**config.mk**
```make
export PLATFORM = sky130hd
export DESIGN_NAME = cfg_lut6_2
export DESIGN_NICKNAME = d
export VERILOG_FILES = /design/src/rtl/cfg_lut_pkg.sv /design/src/rtl/cfg_lut_shifter.sv /design/src/rtl/cfg_lut6_2.sv
export SDC_FILE = /design/constraint.sdc
export NUM_CORES = 1
export LEC_CHECK = 0
export ABC_AREA = 1
export ABC_CLOCK_PERIOD_IN_PS = 3900
export CAP_MARGIN = 20
export CELL_PAD_IN_SITES_DETAIL_PLACEMENT = 1
export CELL_PAD_IN_SITES_GLOBAL_PLACEMENT = 1
export CORE_ASPECT_RATIO = 0.9
export CORE_UTILIZATION = 40
export DETAILED_ROUTE_END_ITERATION = 6
export GPL_ROUTABILITY_DRIVEN = 0
export MAX_ROUTING_LAYER = met4
export PLACE_DENSITY_LB_ADDON = 0.1
export SLEW_MARGIN = 10
export SYNTH_ARGS = -nofsm -noshare
export SYNTH_HDL_FRONTEND = slang
export SYNTH_SLANG_ARGS = --single-unit
```
**constraint.sdc**
```tcl
create_clock -name CLK -period 3.9 [get_ports CLK]
set_clock_uncertainty 0.2 [all_clocks]
set_input_delay 1.17 -clock CLK [delete_from_list [all_inputs] [get_ports CLK]]
set_output_delay 1.17 -clock CLK [all_outputs]
set_load 0.05 [all_outputs]
```
**src/rtl/cfg_lut_pkg.sv**
```systemverilog
// rtl/cfg_lut_pkg.sv - shared state type and shift helpers for the reconfigurable LUT6_2
package cfg_lut_pkg;

  typedef enum logic {IDLE = 1'b0, SHIFT = 1'b1} lut_state_e;

  localparam int TABLE_W = 64;

  function automatic int shift_count(input int shift_w);
    return TABLE_W / shift_w;
  endfunction

  function automatic bit shift_w_legal(input int shift_w);
    return (shift_w > 0) && (shift_w <= TABLE_W) &&
           ((shift_w & (shift_w - 1)) == 0) && ((TABLE_W % shift_w) == 0);
  endfunction

  // Pushes a zero-extended slice in at the LSB end; written as shift/or so SHIFT_W=64 needs no special case.
  function automatic logic [63:0] push_slice(input logic [63:0] cur, input logic [63:0] slice,
                                             input int shift_w);
    return (cur << shift_w) | slice;
  endfunction

endpackage

```
**src/rtl/cfg_lut_shifter.sv**
```systemverilog
// rtl/cfg_lut_shifter.sv - load handshake, staging register and serial shift sequencing
module cfg_lut_shifter
  import cfg_lut_pkg::*;
#(
  parameter int SHIFT_W = 1
) (
  input  logic               clk,
  input  logic               rst,
  input  logic               ld_valid,
  input  logic [63:0]        ld_data,
  output logic               ld_ready,
  input  logic               ce,
  output logic               busy,
  output logic               done,
  output logic [SHIFT_W-1:0] shift_slice,
  output logic               shift_en,
  output logic               last_shift
);

  localparam int N  = shift_count(SHIFT_W);
  localparam int CW = $clog2(N + 1);
  localparam logic [CW-1:0] LAST = CW'(N - 1);

  if (!shift_w_legal(SHIFT_W)) begin : g_bad_shift_w
    $error("cfg_lut_shifter: SHIFT_W must be a power of two dividing 64");
  end

  lut_state_e    state, state_next;
  logic [63:0]   stage;
  logic [CW-1:0] cnt;
  logic          done_q;

  always_comb begin
    state_next = state;
    ld_ready   = (state == IDLE) & ~rst;
    shift_en   = (state == SHIFT) & ce;
    last_shift = shift_en & (cnt == LAST);
    case (state)
      IDLE:    if (ld_valid && ld_ready) state_next = SHIFT;
      SHIFT:   if (last_shift) state_next = IDLE;
      default: state_next = IDLE;
    endcase
  end

  always_ff @(posedge clk) begin
    if (rst) begin
      state  <= IDLE;
      stage  <= '0;
      cnt    <= '0;
      done_q <= 1'b0;
    end else begin
      state  <= state_next;
      done_q <= last_shift;
      if (state == IDLE && ld_valid) begin
        stage <= ld_data;
        cnt   <= '0;
      end else if (shift_en) begin
        stage <= stage << SHIFT_W;
        cnt   <= cnt + 1'b1;
      end
    end
  end

  assign shift_slice = stage[63 -: SHIFT_W];
  assign busy        = (state == SHIFT);
  assign done        = done_q;

endmodule

```
**src/rtl/cfg_lut6_2.sv**
```systemverilog
// rtl/cfg_lut6_2.sv - run-time reconfigurable LUT6_2 with serial table load
module cfg_lut6_2
  import cfg_lut_pkg::*;
#(
  parameter logic [63:0] INIT    = 64'h0000000000000000,
  parameter int          SHIFT_W = 1,
  parameter bit          SHADOW  = 1'b1
) (
  input  logic        CLK,
  input  logic        RST,
  input  logic        I0,
  input  logic        I1,
  input  logic        I2,
  input  logic        I3,
  input  logic        I4,
  input  logic        I5,
  output logic        O5,
  output logic        O6,
  input  logic        LD_VALID,
  input  logic [63:0] LD_DATA,
  output logic        LD_READY,
  input  logic        CE,
  output logic        BUSY,
  output logic        DONE
);

  logic [63:0]        active, shadow;
  logic [63:0]        active_next, shadow_next, slice_ext;
  logic [SHIFT_W-1:0] slice;
  logic               shift_en, last_shift;
  logic [5:0]         addr;

  cfg_lut_shifter #(.SHIFT_W(SHIFT_W)) u_shifter (
    .clk        (CLK),
    .rst        (RST),
    .ld_valid   (LD_VALID),
    .ld_data    (LD_DATA),
    .ld_ready   (LD_READY),
    .ce         (CE),
    .busy       (BUSY),
    .done       (DONE),
    .shift_slice(slice),
    .shift_en   (shift_en),
    .last_shift (last_shift)
  );

  assign slice_ext   = 64'(slice);
  assign shadow_next = push_slice(shadow, slice_ext, SHIFT_W);
  assign active_next = push_slice(active, slice_ext, SHIFT_W);

  // Shadow mode swaps the completed table in on the final shift edge; otherwise the live table shifts in place.
  always_ff @(posedge CLK) begin
    if (RST) begin
      active <= INIT;
      shadow <= '0;
    end else if (shift_en) begin
      if (SHADOW) begin
        shadow <= shadow_next;
        if (last_shift) active <= shadow_next;
      end else begin
        active <= active_next;
      end
    end
  end

  assign addr = {I5, I4, I3, I2, I1, I0};
  assign O6   = active[addr];
  assign O5   = active[{1'b0, addr[4:0]}];

endmodule

```
==> flow_metrics.env <==
export IMPL_coreArea_um2=19400
export IMPL_stdcell_area_um2=9620
export IMPL_p_per_area_nw_per_um2=461
export IMPL_path_max_fanout=4
export IMPL_drt_initial_drc_count=304
export IMPL_clk_latency_ps=440
export IMPL_layout_drive_gt1_share_pct=7.27
export IMPL_antennaDiodeCount=0
export IMPL_yosys_most_used_dff="dfxtp_1"
export IMPL_cts_sinks=200
export IMPL_yosysUniqueCellTypes=28
export IMPL_routed_wl_um=21100
export IMPL_antenna_found_initial=0
export IMPL_dieArea_um2=20600
export IMPL_placed_cell_area_um2=9030
export IMPL_syn_instance_count=1042
export IMPL_antenna_left=0
export IMPL_setup_violations=0
export IMPL_critical_path_arrival_ps=2410
export IMPL_syn_avg_cell_area_um2=7.68
export IMPL_initial_core_util_pct=41.2
export IMPL_top_usage_layer="met2"
export IMPL_grtUsageMet3_pct=4.56
export IMPL_synth_most_common_cell="dfxtp_1"
export IMPL_period_share_pct=97.0
export IMPL_cts_max_path_buffers=2
export IMPL_wl_per_cell_um=15.6
export IMPL_rsz0062_at_grt="false"
export IMPL_cp_end_kind="output pin"
export IMPL_ys_async_sr_fraction_pct=0
export IMPL_cts_tree="done"
export IMPL_first_pass_iters=4
export IMPL_status="finished, final reports clean"
export IMPL_htree_levels=4
export IMPL_grt_overflow=0
export IMPL_yosys_top_cells_count="dfxtp_1 (200), nor2_1 (141), o21ai_0 (128)"
export IMPL_die_w_um=151
export IMPL_post_route_min_period_ps=3780
export IMPL_path_clk_slew_ps=70
export IMPL_holdWs_ps=247
export IMPL_required_ps=2530
export IMPL_grt_use_met2_pct=34.4
export IMPL_nNetsFinal=1162
export IMPL_ir_worst_vdd_uv=229
export IMPL_power_uw=4430
export IMPL_ys_seq_area_share_pct=50.1
export IMPL_syn_area_um2=8000
export IMPL_grt_pass1_vias=7024
export IMPL_grt_max_degree=81
export IMPL_ys_warn_count=0
export IMPL_routed_via_count=7023
export IMPL_tightest_slew_ps=778
export IMPL_syn2layout_area_growth_pct=20.3
export IMPL_fmax_mhz=264
export IMPL_port_buffers=78
export IMPL_die_y_um=136
export IMPL_relSlewSlack_pct=48.2
export IMPL_vias_per_cell=5.20
export IMPL_yosys_area_top_type_share_pct=50.1
export IMPL_use_met1_pct=29.1
export IMPL_synth_top_cells_by_area="dfxtp_1 (50%), o21ai_0 (8.0%), a21oi_1 (7.3%)"
export IMPL_synth_nets=1117
export IMPL_grt_use_total_pct=22.1
export IMPL_p_leak_uw=0.00357
export IMPL_crit_type="in -> out"
export IMPL_drc=0
export IMPL_synth_seq_cells=200
export IMPL_numCtsBuffers=17
export IMPL_hold_class="reg -> reg"
export IMPL_hold_violations=0
export IMPL_start_kind="input pin"
export IMPL_io_pins=79
export IMPL_maxCapViolations=0
export IMPL_cts_root_buffer="clkbuf_16"
export IMPL_dp_hpwl_um=13100
export IMPL_drv_slew=0
export IMPL_row_count=48
export IMPL_grt_pass1_wl_um=34900
export IMPL_yosys_area_top_type="dfxtp_1"
export IMPL_synth_edff_count=0
where the power goes:
| group | total, uW | internal, uW | switching, uW | leakage (uW) |
|---|---|---|---|---|
| logic | 481 | 208 | 273 | 0.00166 |
| clock network | 1740 | 900 | 845 | 0.000276 |
| registers | 2210 | 2150 | 59.5 | 0.00163 |
| total | 4430 | 3260 | 1180 | 0.00357 |
logic make-up (layout without fill, tap and decap cells):
| group | Yosys count | count (layout) | synth area share [%] |
|---|---|---|---|
| AO/OA/AOI/OAI | 333 | 333 | 23.5 |
| AND/OR/NAND/NOR | 322 | 322 | 16.4 |
| adder cells (fa/ha/maj) | 1 | 1 | 0.156 |
| buffers and inverters | 186 | 244 | 9.92 |
| flip-flops | 200 | 200 | 50.1 |
cell usage in the layout, fill, tap and decap left out, drive strengths merged, types with 3 or more instances in the layout:
cell type	n
a21oi	118
a221oi	12
buf	31
clkbuf	21
clkdlybuf4s50	72
clkinv	6
dfxtp	200
inv	110
nand2	114
nand3	56
nor2	143
o21ai	162
o221ai	39
or2	3
per-stage QoR:
step                      std cells  util (%)  TNS [ps]  setup WS, ps
final                          1350      49.6         0           118
after global routing           1350      49.6         0          52.7
after CTS                      1349      49.5         0          21.0
after detailed placement       1317      46.5      -575          -298
after global placement         1317      46.5      -561          -284
after floorplan                1042         -         0          40.0
sequential cells by signal, indices dropped and copies added (netlist names):
signal,cells
active,64
u_shifter.stage,64
shadow,63
u_shifter.done,1
u_shifter.cnt,7
u_shifter.busy,1
routing by layer:
metal	wire, um	share of wire, %
met4	208	0.99
met1	10600	50
met5	0	0
met3	553	2.6
met2	9690	46
worst paths after layout:
check	startpoint	to	slack [ps]	cells after the start
setup / recovery	I3	O6	120	7
hold / removal	active[53]	active[53]	250	2
setup reg to reg	u_shifter.cnt[0]	active[51]	1700	8
hold reg to reg	active[53]	active[53]	250	2
worst max-delay path, cell delays in order:
cell and delay (ps):
clkdlybuf4s50_1 520, inv_1 130, nand2_1 110, nand3_1 120
nand3b_1 120, nand2_1 90, buf_12 160
final cells by class:
| type | instances | area (um2) |
|---|---|---|
| clock inverters | 14 | 139 |
| repair buffers | 107 | 1130 |
| well taps | 250 | 313 |
| multi-input cells | 656 | 3210 |
| inverters | 105 | 397 |
| clock buffers | 18 | 429 |
| flip-flops and latches | 200 | 4000 |
| fillers | 2401 | 9780 |
repair_timing:
action / in CTS / in global routing
gates resized for setup: 8 / 4
setup buffers: 0 / 0
hold endpoints to repair: 0 / 0
endpoints found under the setup margin: 2 / 2
gates cloned: 0 / 1
hold buffers: 0 / 0
Power figures use the tool's default switching activity.
